**config.mk**
```make
export PLATFORM = sky130hd
export DESIGN_NAME = vga_timing_gen
export DESIGN_NICKNAME = d
export VERILOG_FILES = /design/src/rtl/vga_timing_gen.sv
export SDC_FILE = /design/constraint.sdc
export NUM_CORES = 1
export LEC_CHECK = 0
export ABC_CLOCK_PERIOD_IN_PS = 2300
export CAP_MARGIN = 20
export CORE_ASPECT_RATIO = 0.6
export CORE_MARGIN = 2
export CORE_UTILIZATION = 50
export DETAILED_ROUTE_END_ITERATION = 10
export GPL_TIMING_DRIVEN = 0
export PLACE_DENSITY = 0.84
export SYNTH_ARGS = -nofsm -noshare
export SYNTH_HDL_FRONTEND = slang
export SYNTH_SLANG_ARGS = --single-unit
```
**constraint.sdc**
```tcl
create_clock -name clk -period 2.3 [get_ports clk]
set_input_delay 0.46 -clock clk [delete_from_list [all_inputs] [get_ports clk]]
set_output_delay 0.46 -clock clk [all_outputs]
set_load 0.005 [all_outputs]
```
**src/rtl/vga_timing_gen.sv**
```systemverilog
// rtl/vga_timing_gen.sv - registered VGA raster timing generator with pixel clock-enable.
// Optional VGA_TIMING_FRAME_COUNT_EN adds an 8-bit frame_count output.
module vga_timing_gen #(
  parameter int   H_ACTIVE = 640,
  parameter int   H_FP     = 16,
  parameter int   H_SYNC   = 96,
  parameter int   H_BP     = 48,
  parameter int   V_ACTIVE = 480,
  parameter int   V_FP     = 10,
  parameter int   V_SYNC   = 2,
  parameter int   V_BP     = 33,
  parameter logic HS_POL   = 1'b0,
  parameter logic VS_POL   = 1'b0
) (
  input  logic       clk,
  input  logic       reset,
  input  logic       ce_pix,
  output logic [9:0] hcount,
  output logic [9:0] vcount,
  output logic       hsync,
  output logic       vsync,
  output logic       hblank,
  output logic       vblank,
  output logic       de,
  output logic       line_start,
  output logic       frame_start
`ifdef VGA_TIMING_FRAME_COUNT_EN
  ,
  output logic [7:0] frame_count
`endif
);

  localparam int H_TOTAL = H_ACTIVE + H_FP + H_SYNC + H_BP;
  localparam int V_TOTAL = V_ACTIVE + V_FP + V_SYNC + V_BP;

  generate
    if (H_TOTAL > 1024 || V_TOTAL > 1024) begin : g_bad_totals
      $error("vga_timing_gen: H_TOTAL and V_TOTAL must be <= 1024");
    end
  endgenerate

  localparam logic [9:0]  H_LAST   = 10'(H_TOTAL - 1);
  localparam logic [9:0]  V_LAST   = 10'(V_TOTAL - 1);
  localparam logic [10:0] HB_START = 11'(H_ACTIVE);
  localparam logic [10:0] HS_START = 11'(H_ACTIVE + H_FP);
  localparam logic [10:0] HS_END   = 11'(H_ACTIVE + H_FP + H_SYNC);
  localparam logic [10:0] VB_START = 11'(V_ACTIVE);
  localparam logic [10:0] VS_START = 11'(V_ACTIVE + V_FP);
  localparam logic [10:0] VS_END   = 11'(V_ACTIVE + V_FP + V_SYNC);

  logic [9:0] hcount_q, hcount_d;
  logic [9:0] vcount_q, vcount_d;
  logic       hsync_q, hsync_d;
  logic       vsync_q, vsync_d;
  logic       hblank_q, hblank_d;
  logic       vblank_q, vblank_d;
  logic       de_q, de_d;
  logic       line_start_q, line_start_d;
  logic       frame_start_q, frame_start_d;
  logic [10:0] h_ext, v_ext;
`ifdef VGA_TIMING_FRAME_COUNT_EN
  logic [7:0] frame_count_q, frame_count_d;
`endif

  always_comb begin
    hcount_d      = hcount_q;
    vcount_d      = vcount_q;
    line_start_d  = 1'b0;
    frame_start_d = 1'b0;
    if (ce_pix) begin
      if (hcount_q == H_LAST) begin
        hcount_d     = 10'd0;
        line_start_d = 1'b1;
        if (vcount_q == V_LAST) begin
          vcount_d      = 10'd0;
          frame_start_d = 1'b1;
        end else begin
          vcount_d = vcount_q + 10'd1;
        end
      end else begin
        hcount_d = hcount_q + 10'd1;
      end
    end

    // Decode from the next counts so every registered output describes the same pixel.
    h_ext    = {1'b0, hcount_d};
    v_ext    = {1'b0, vcount_d};
    hblank_d = (h_ext >= HB_START);
    vblank_d = (v_ext >= VB_START);
    de_d     = ~hblank_d & ~vblank_d;
    hsync_d  = ((h_ext >= HS_START) && (h_ext < HS_END)) ? HS_POL : ~HS_POL;
    vsync_d  = ((v_ext >= VS_START) && (v_ext < VS_END)) ? VS_POL : ~VS_POL;
`ifdef VGA_TIMING_FRAME_COUNT_EN
    frame_count_d = frame_start_d ? frame_count_q + 8'd1 : frame_count_q;
`endif
  end

  always_ff @(posedge clk) begin
    if (reset) begin
      hcount_q      <= 10'd0;
      vcount_q      <= 10'd0;
      hsync_q       <= ~HS_POL;
      vsync_q       <= ~VS_POL;
      hblank_q      <= 1'b0;
      vblank_q      <= 1'b0;
      de_q          <= 1'b1;
      line_start_q  <= 1'b0;
      frame_start_q <= 1'b0;
`ifdef VGA_TIMING_FRAME_COUNT_EN
      frame_count_q <= 8'd0;
`endif
    end else begin
      hcount_q      <= hcount_d;
      vcount_q      <= vcount_d;
      hsync_q       <= hsync_d;
      vsync_q       <= vsync_d;
      hblank_q      <= hblank_d;
      vblank_q      <= vblank_d;
      de_q          <= de_d;
      line_start_q  <= line_start_d;
      frame_start_q <= frame_start_d;
`ifdef VGA_TIMING_FRAME_COUNT_EN
      frame_count_q <= frame_count_d;
`endif
    end
  end

  assign hcount      = hcount_q;
  assign vcount      = vcount_q;
  assign hsync       = hsync_q;
  assign vsync       = vsync_q;
  assign hblank      = hblank_q;
  assign vblank      = vblank_q;
  assign de          = de_q;
  assign line_start  = line_start_q;
  assign frame_start = frame_start_q;
`ifdef VGA_TIMING_FRAME_COUNT_EN
  assign frame_count = frame_count_q;
`endif

endmodule

```
==> results of run 1 <==
[where the power goes]
group | internal, uW | switching [uW]
sequential | 470 | 3.35
combinational | 10.9 | 14.1
clock | 123 | 155
total | 604 | 172
[through the flow]
| stage | power (uW) | utilization | instance area (um2) | cells |
|---|---|---|---|---|
| after floorplan | 496 | - | 1390 | 163 |
| after global placement | 507 | 0.665 | 1710 | 223 |
| after detailed placement | 508 | 0.665 | 1710 | 223 |
| after CTS | 781 | 0.684 | 1760 | 227 |
| after global routing | 805 | 0.694 | 1790 | 227 |
| final | 776 | 0.694 | 1790 | 227 |
[routing by layer]
| layer | track usage | routed length, um | vias to the layer above |
|---|---|---|---|
| met5 | 0 | 0 | - |
| met4 | 0.0755 | 45 | 0 |
| met3 | 0.0692 | 292 | 6 |
| met2 | 0.369 | 1640 | 61 |
| met1 | 0.321 | 1640 | 619 |
| li1 | - | - | 646 |
[state kept, by name (all words and copies together), names as in the netlist]
register     count
line_start       1
hcount          10
vcount          10
hsync            1
vblank           1
hblank           1
vsync            1
de               1
frame_start      1
[synth_stat cells, types with 2 or more instances]
| master | count | area (um2) |
|---|---|---|
| and3_1 | 3 | 18.8 |
| nand2_1 | 18 | 67.6 |
| dfxtp_1 | 27 | 541 |
| nand2b_1 | 2 | 12.5 |
| xor2_1 | 6 | 52.6 |
| xnor2_1 | 5 | 43.8 |
| inv_1 | 4 | 15.0 |
| o211ai_1 | 2 | 15.0 |
| a21oi_1 | 9 | 45.0 |
| o21ai_0 | 2 | 10.0 |
| or3_1 | 2 | 12.5 |
| or4_4 | 2 | 22.5 |
| clkbuf_1 | 4 | 15.0 |
| nand4_1 | 5 | 31.3 |
| nor2_1 | 21 | 78.8 |
| nor3_1 | 13 | 65.1 |
| nor4_1 | 2 | 12.5 |
| ha_1 | 3 | 37.5 |
| nand4b_1 | 3 | 26.3 |
| nand3_1 | 6 | 30.0 |
[worst reg2reg max path, stage by stage, from the launching register on]
cell	delay, ps
dfxtp_1	400
or4_4	580
or4_4	580
a32oi_1	230
o22a_1	190
nor2_1	50
nand4_1	90
[kinds of logic (layout without fill, tap and decap cells)]
kind of cell	Yosys count	in the layout	share of synthesized area
simple gates	86	86	0.344
flops	27	27	0.388
compound gates	23	23	0.121
buf+inv	12	44	0.0441
xor+xnor	11	11	0.0692
fa+ha+maj	3	3	0.0270
mux	1	1	0.00719
[area by class of cell]
| class | instances | area [um2] | area share |
|---|---|---|---|
| plain buffers | 8 | 46.3 | 0.0259 |
| clock buffers | 3 | 41.3 | 0.0231 |
| clock inverters | 1 | 7.51 | 0.00420 |
| inverters | 4 | 15.0 | 0.00840 |
| multi-input cells | 124 | 816 | 0.456 |
| flip-flops and latches | 27 | 542 | 0.303 |
| well taps | 32 | 40.0 | 0.0224 |
| repair buffers | 28 | 280 | 0.157 |
[how the worst max path moves through the flow]
stage / to / depth (start not counted)
after detailed placement: vcount[5]$_SDFF_PP0_ / 7
after floorplan: vsync$_SDFF_PP1_ / 6
after CTS: vcount[5]$_SDFF_PP0_ / 7
final: vsync$_SDFF_PP1_ / 6
after global placement: vcount[5]$_SDFF_PP0_ / 7
after global routing: de$_SDFF_PP1_ / 7
[timing repair]
action,in CTS,in global routing
hold endpoints to repair,0,0
resized for setup,0,4
endpoints found under the setup margin,0,5
==> results by group, run 1 <==
Drt
  • First DRT Iteration DRCs: 54
  • WL/cell: 15.9 um
  • Pre-antenna DRT Iters: 4
  • Remaining DRCs: 0
  • DR vias: 1332
  • Vias per std cell: 5.87
  • Total wire length: between 3000 and 4000 um
  • Post-DRT Antenna Nets: 0

Placed design
  • GPL Wtd Cong: a little over 0.9
  • HPWL Detailed: around 2600 um
  • I/O Buffers: 28
  • Pre-CTS WS: ~76 ps

Setup path
  • Most used cell, CP: or4_4
  • CP Max Fanout: 8
  • Worst R2R Setup Slack: around 110 ps
  • CP top delay family: simple AND/OR/NAND/NOR gates
  • CP startpoint: vcount[6]$_SDFF_PP0_
  • Reg-to-reg startpoint: vcount[6]$_SDFF_PP0_
  • Reg-to-Reg End: vsync$_SDFF_PP1_
  • Req. time, crit path: roughly 2500 ps
  • Crit path capture type: flip-flop
  • Max incr delay on CP: between 500 and 600 ps
  • Crit-path cells: or4_4 -> or4_4 -> a32oi_1 -> o22a_1 -> nor2_1 -> nand4_1
  • Critical path class: reg2reg
  • CP Launch Type: flip-flop
  • R2R cell count: 6
  • CP Buf/Inv Count: 0
  • Slowest stage cell, crit path: or4_4
  • WP data arrival: between 2000 and 2500 ps

CTS
  • CTS tree: yes
  • Post-CTS Hold Fix Bufs: 0
  • Clk_lat worst skew: roughly 280 ps
  • Cts bufs inserted: 3
  • CTS clock-pin slew for the worst setup and hold paths: approximately 100 ps
  • H-tree depth: 1
  • Clk root buf: clkbuf_8
  • Post-CTS Repair Setup Buffers: 0
  • Clk sink count: 27
  • Max clock buf depth: 2

Final layout
  • Antenna cells: 0
  • Commonest non-fill, non-tap cell in the layout: clkdlybuf4s50_1
  • P&R area growth vs syn: 28.5%
  • Layout cells sized above 1: 0.103
  • Fillers: between 200 and 250
  • Nets@finish: approximately 200
  • Commonest cells after routing, fill and taps aside: clkdlybuf4s50_1 (28), dfxtp_1 (26), nor2_1 (21)

Floorplan
  • Die width: roughly 72 um
  • Die H: 44.9 um
  • Top-level port count: 30
  • Starting Density: 0.540
  • Core footprint: about 0.0026 mm2
  • Total die area: between 0.003 and 0.004 mm2
  • Row count: 14

Worst hold path
  • Hold Crit Class: in2reg
  • HP Start: ce_pix
  • Worst Hold End: hcount[1]$_SDFF_PP0_
  • Hold depth: 3

STA
  • Final slew viol count: 0
  • Setup ws final: 109 ps
  • Hold_ws: between 500 and 600 ps
  • Setup violation total in the final timing report: 0
  • Min Tclk post-route: between 2000 and 2500 ps
  • Slew margin rel.: 0.650
  • Setup TNS: 0 ps
  • RSZ-0062 raised after global routing: false
  • Fmax: roughly 0.46 GHz
  • Fin. Hold Viols: 0
  • Tcrit/Tclk final: 0.952
  • Max Clock Skew: roughly 5.9 ps
  • Worst slew pin tran: around 520 ps

Synthesis
  • Post-synthesis sequential area ratio: 0.388
  • Yosys cell types: 44
  • Syn. warnings: 0
  • Synthesized Nets: about 170
  • Post-Syn Area per Cell: approximately 8.5 um2
  • Seq cells post-synth: 27
  • EDFF count, synth: 0
  • Post-synth top flop: dfxtp_1
  • Synthesized area: around 0.0014 mm2
  • Async S/R FF share, synth: 0
  • Cells after Synth: between 150 and 200

Global routing
  • Largest net degree at the start of global routing: 17
  • Grt ovf: 0
  • GRT Total Usage: 0.237
  • First-pass GRT wire length: approximately 5700 um
  • Initial antenna violation count: 0
  • Vias in the first global route: 1234

Power
  • Max IR drop VDD: 0.000328 V
  • P_leak: roughly 0.00056 uW
  • Power Dens Cells: between 400 and 500 mW/mm2

Run status
  • Outcome: finished, final reports clean

Run
  • Max_cap viols: 0
Power figures use the tool's default switching activity.
==> inputs of run 2 (changes only) <==
- RECOVER_POWER: default -> 25
- REMOVE_ABC_BUFFERS: default -> 1
==> results by group, run 2 (same netlist as run 1, synthesis figures left out) <==
Global routing
  • Grt ovf: 0 (unchanged)
  • Initial antenna violation count: 0 (unchanged)
  • First-pass GRT wire length: 5830 um (+2.2%)
  • Vias in the first global route: 1259 (+2.0%)
  • Largest net degree at the start of global routing: 25 (+8)
  • GRT Total Usage: 0.236 (-0.00112)

Floorplan
  • Total die area: 0.00323 mm2 (unchanged)
  • Top-level port count: 30 (unchanged)
  • Die width: 72.1 um (unchanged)
  • Starting Density: 0.540 (unchanged)
  • Core footprint: 0.00257 mm2 (unchanged)
  • Die H: 44.9 um (unchanged)
  • Row count: 14 (unchanged)

Worst hold path
  • Hold Crit Class: reg2reg

CTS
  • Clk sink count: 27 (unchanged)
  • Max clock buf depth: 2 (unchanged)
  • Cts bufs inserted: 3 (unchanged)
  • Clk root buf: clkbuf_8
  • CTS tree: yes
  • CTS clock-pin slew for the worst setup and hold paths: 100 ps (about the same)
  • H-tree depth: 1 (unchanged)
  • Clk_lat worst skew: 280 ps (about the same)

Setup path
  • Req. time, crit path: 2520 ps (about the same)
  • CP Launch Type: flip-flop
  • Max incr delay on CP: 530 ps (-50 ps)
  • WP data arrival: 2450 ps (+40 ps)
  • Critical path class: reg2reg
  • Slowest stage cell, crit path: or3_2
  • CP Max Fanout: 5 (-3)
  • Crit path capture type: flip-flop
  • Crit-path cells: ha_2 -> nand4bb_4 -> or3_4 -> or3_2 -> a21oi_4 -> a21oi_1 -> nor2_1

Placed design
  • GPL Wtd Cong: 0.862 (-6.9%)
  • I/O Buffers: 29 (+3.6%)
  • HPWL Detailed: 2520 um (-4.7%)
  • Post-Place Cell Area: 0.00168 mm2 (-1.8%)

Final layout
  • Layout cells sized above 1: 0.0952 (-0.00733)
  • Nets@finish: 196 (-3.0%)
  • Commonest cells after routing, fill and taps aside: dfxtp_1 (27), nor2_1 (21), clkdlybuf4s50_1 (20)
  • Fin area: 0.00178 mm2 (-0.35%)
  • Commonest non-fill, non-tap cell in the layout: dfxtp_1
  • P&R area growth vs syn: 28.1%
  • Antenna cells: 0 (unchanged)
  • Fillers: 190 (-9.1%)

Drt
  • Pre-antenna DRT Iters: 4 (unchanged)
  • Post-DRT Antenna Nets: 0 (unchanged)
  • Remaining DRCs: 0 (unchanged)
  • DR vias: 1335 (+0.23%)
  • First DRT Iteration DRCs: 111 (+110%)
  • Total wire length: 3650 um (+0.86%)
  • WL/cell: 16.5 um (+3.6%)
  • Vias per std cell: 6.04 (+2.9%)

STA
  • Fmax: 0.449 GHz (-1.5%)
  • Fin. Hold Viols: 0 (unchanged)
  • Min Tclk post-route: 2220 ps (+34.2 ps)
  • Final slew viol count: 0 (unchanged)
  • Slew margin rel.: 0.433 (-0.217)
  • Worst slew pin tran: 847 ps (+323 ps)
  • Tcrit/Tclk final: 0.967 (+0.0149)
  • Hold_ws: 531 ps (+5.17 ps)
  • Setup violation total in the final timing report: 0 (unchanged)
  • RSZ-0062 raised after global routing: false
  • Max Clock Skew: 7.85 ps (+1.95 ps)

Power
  • Internal: 603 uW (-0.14%)
  • Flop pwr share: 0.611 (about the same)
  • Sw Pwr: 171 uW (-0.87%)
  • P_leak: 0.000565 uW (+0.44%)
  • Power Dens Cells: 434 mW/mm2 (about the same)
  • Max IR drop VDD: 0.000372 V (+13%)
  • Clock Power Share: 0.359 (about the same)
  • Sw Ratio: 0.220 (-0.00126)
  • Combinational share of power: 0.030 (-0.002)

Run
  • Max_cap viols: 0 (unchanged)

Run status
  • Outcome: finished, final reports clean
-- run 2: through the flow --
step | total power [uW] | cells | setup WS, ps | setup TNS, ps | util
floorplan | 490 | 155 | 80.6 | 0 | -
global placement | 506 | 216 | -904 | -9970 | 0.651
detailed placement | 507 | 216 | -451 | -3650 | 0.653
CTS | 775 | 221 | 25.7 | 0 | 0.676
global route | 794 | 221 | 12.1 | 0 | 0.692
finish | 774 | 221 | 75.2 | 0 | 0.692
-- run 2: layout make-up --
cell class | instances | area [um2] | share of cell area
multi-input cells | 124 | 841 | 0.472
flip-flops and latches | 27 | 541 | 0.303
repair buffers | 30 | 297 | 0.166
clock buffers | 3 | 41.3 | 0.0232
well taps | 32 | 40.0 | 0.0225
inverters | 4 | 15.0 | 0.00843
clock inverters | 1 | 7.51 | 0.00421
-- run 2: worst paths after layout --
kind | startpoint | endpoint | slack [ps] | cells after the start
max reg2reg | hcount[1]$_SDFF_PP0_ | de$_SDFF_PP1_ | 80 | 7
min | hcount[1]$_SDFF_PP0_ | hcount[1]$_SDFF_PP0_ | 530 | 2
max | hcount[1]$_SDFF_PP0_ | de$_SDFF_PP1_ | 80 | 7
min reg2reg | hcount[1]$_SDFF_PP0_ | hcount[1]$_SDFF_PP0_ | 530 | 2
-- run 2: critical path, delay by kind of cell (launching register included) --
kind / cells / cell delay (ps)
simple gates: 4 / 1260
flops: 1 / 400
fa+ha+maj: 1 / 260
compound gates: 2 / 250
-- run 2: power by group through the flow --
stage / clock network, uW / registers, uW / logic, uW
global route: 294 / 474 / 25.7
floorplan: 0 / 484 / 6.07
global placement: 0 / 484 / 22.8
finish: 278 / 473 / 23.2
detailed placement: 0 / 484 / 23.3
CTS: 279 / 473 / 22.9
-- run 2: what timing repair did --
action                                  in CTS  in global routing
endpoints found under the setup margin       6                  4
resized for setup                            2                  4
hold buffers                                 0                  0
buffers inserted                             1                  0
hold endpoints to repair                     0                  0
pin swaps                                    1                  0
-- run 2: routing by layer --
metal,vias to the layer above,wire (um),global-route usage
met1,623,1630,0.306
li1,635,-,-
met4,0,46,0.0830
met5,-,0,0
met3,7,291,0.0714
met2,70,1670,0.380
==> inputs of run 3 (changes only) <==
- RECOVER_POWER: 25 -> 100
==> results by group, run 3 (same netlist as run 1, synthesis figures left out) <==
CTS
  • CTS clock-pin slew for the worst setup and hold paths: 100 ps (about the same)
  • CTS tree: yes
  • Max clock buf depth: 2 (unchanged)
  • Post-CTS Hold Fix Bufs: 0 (unchanged)
  • H-tree depth: 1 (unchanged)
  • Clk_lat worst skew: 280 ps (about the same)
  • Cts bufs inserted: 3 (unchanged)
  • Clk sink count: 27 (unchanged)
  • Clk root buf: clkbuf_8

Floorplan
  • Core footprint: 0.00257 mm2 (unchanged)
  • Die width: 72.1 um (unchanged)
  • Total die area: 0.00323 mm2 (unchanged)
  • Starting Density: 0.540 (unchanged)
  • Top-level port count: 30 (unchanged)
  • Die H: 44.9 um (unchanged)
  • Row count: 14 (unchanged)

Setup path
  • CP top delay family: simple AND/OR/NAND/NOR gates
  • WP data arrival: 2440 ps (about the same)
  • Max incr delay on CP: 530 ps (about the same)
  • Crit path capture type: flip-flop
  • CP Max Fanout: 5 (unchanged)
  • CP Buf/Inv Count: 0 (unchanged)
  • Crit-path cells: ha_2 -> nand4bb_4 -> or3_4 -> or3_2 -> a21oi_4 -> a21oi_1 -> nor2_1
  • Slowest stage cell, crit path: or3_2
  • Req. time, crit path: 2520 ps (about the same)
  • CP Launch Type: flip-flop
  • Critical path class: reg2reg

Final layout
  • Nets@finish: 196 (unchanged)
  • Antenna cells: 0 (unchanged)
  • Commonest non-fill, non-tap cell in the layout: dlygate4sd3_1
  • Area occupied by registers: 541 um2 (unchanged)
  • Fin util: 0.692 (unchanged)
  • Commonest cells after routing, fill and taps aside: dlygate4sd3_1 (28), dfxtp_1 (27), nor2_1 (21)
  • Fin area: 0.00178 mm2 (unchanged)
  • Multi-input gate area: 841 um2 (unchanged)
  • Fin cells: 221 (unchanged)
  • Layout cells sized above 1: 0.0952 (unchanged)
  • P&R area growth vs syn: 28.1% (unchanged)
  • Fillers: 190 (unchanged)

Run status
  • Outcome: finished, final reports clean

Drt
  • Met2 WL: 1670 um (-0.24%)
  • Vias per std cell: 6.07 (+0.52%)
  • Remaining DRCs: 0 (unchanged)
  • Post-DRT Antenna Nets: 0 (unchanged)
  • WL/cell: 16.4 um (-0.30%)
  • First DRT Iteration DRCs: 109 (-1.8%)
  • WL met1: 1610 um (-1.7%)
  • DR vias: 1342 (+0.52%)
  • Total wire length: 3630 um (-0.30%)
  • Met3 Wirelength: 321 um (+10%)
  • Top Metal Used: met4
  • Pre-antenna DRT Iters: 4 (unchanged)

Global routing
  • Largest net degree at the start of global routing: 25 (unchanged)
  • First-pass GRT wire length: 5830 um (unchanged)
  • Vias in the first global route: 1259 (unchanged)
  • Initial antenna violation count: 0 (unchanged)
  • GRT Total Usage: 0.236 (unchanged)
  • Grt ovf: 0 (unchanged)

Placed design
  • Post-Place Cell Area: 0.00168 mm2 (unchanged)
  • HPWL Detailed: 2520 um (unchanged)
  • Dpl cells: 216 (unchanged)
  • GPL Wtd Cong: 0.862 (unchanged)
  • Pre-CTS WS: -451 ps (unchanged)
  • I/O Buffers: 29 (unchanged)

STA
  • Fmax: 0.451 GHz (+0.24%)
  • Slew margin rel.: 0.426 (-0.00784)
  • Min Tclk post-route: 2220 ps (-5.31 ps)
  • Max Clock Skew: 8.30 ps (+0.448 ps)
  • Final slew viol count: 0 (unchanged)
  • Tcrit/Tclk final: 0.965 (-0.00231)
  • Fin. Hold Viols: 0 (unchanged)
  • RSZ-0062 raised after global routing: false
  • Setup ws final: 80.5 ps (+5.31 ps)
  • Worst slew pin tran: 859 ps (+11.7 ps)
  • Setup violation total in the final timing report: 0 (unchanged)

Worst hold path
  • Hold Crit Class: reg2reg

Power
  • Max IR drop VDD: 0.000373 V (+0.27%)
  • Power Dens Cells: 435 mW/mm2 (about the same)
  • Overall Power: 774 uW (about the same)
  • P_leak: 0.000634 uW (+12%)

Run
  • Max_cap viols: 0 (unchanged)
==> run 3: cell types whose count changed in the layout (fill, tap and decap cells not counted), sizes merged <==
cell           before  now
clkdlybuf4s50      20    0
dlygate4sd3         8   28
==> run 3: worst reg2reg max path: stages, from the launching register on <==
cell and delay, ps:
dfxtp_1 390, ha_2 260, nand4bb_4 160, or3_4 450, or3_2 530, a21oi_4 150
a21oi_1 100, nor2_1 120
==> run 3: final cells by class <==
cell class / instances / share of cell area
well taps: 32 / 0.0225
inverters: 4 / 0.00843
multi-input cells: 124 / 0.472
flip-flops and latches: 27 / 0.303
clock buffers: 3 / 0.0232
clock inverters: 1 / 0.00421
repair buffers: 30 / 0.166
==> run 3: final timing paths <==
path         depth (start not counted)            startpoint              endpoint  slack, ps
max                                  7  hcount[1]$_SDFF_PP0_         de$_SDFF_PP1_         80
min                                  2  hcount[1]$_SDFF_PP0_  hcount[1]$_SDFF_PP0_        530
max reg2reg                          7  hcount[1]$_SDFF_PP0_         de$_SDFF_PP1_         80
min reg2reg                          2  hcount[1]$_SDFF_PP0_  hcount[1]$_SDFF_PP0_        530
==> run 3: per-stage QoR <==
step                hold slack, ps  setup TNS [ps]
global route                   576               0
global placement               492           -9970
finish                         528               0
floorplan                      484               0
detailed placement             511           -3650
CTS                            528               0
==> run 3: power breakdown <==
part / switching (uW) / leakage (uW) / total [uW] / internal [uW]
Sequential: 3.14 / 0.000218 / 473 / 470
Clock: 156 / 0.0000217 / 279 / 123
Combinational: 12.9 / 0.000395 / 22.3 / 9.43
Total: 172 / 0.000634 / 774 / 602
==> run 3: metal layers <==
metal,track usage,vias up
met2,0.380,75
met4,0.0830,0
li1,-,635
met3,0.0714,5
met1,0.306,627
met5,0,-
==> run 3: what timing repair did <==
item | in CTS | in global routing
setup buffers | 1 | 0
pin swaps | 1 | 0
resized for setup | 2 | 4
setup endpoints to repair | 6 | 4
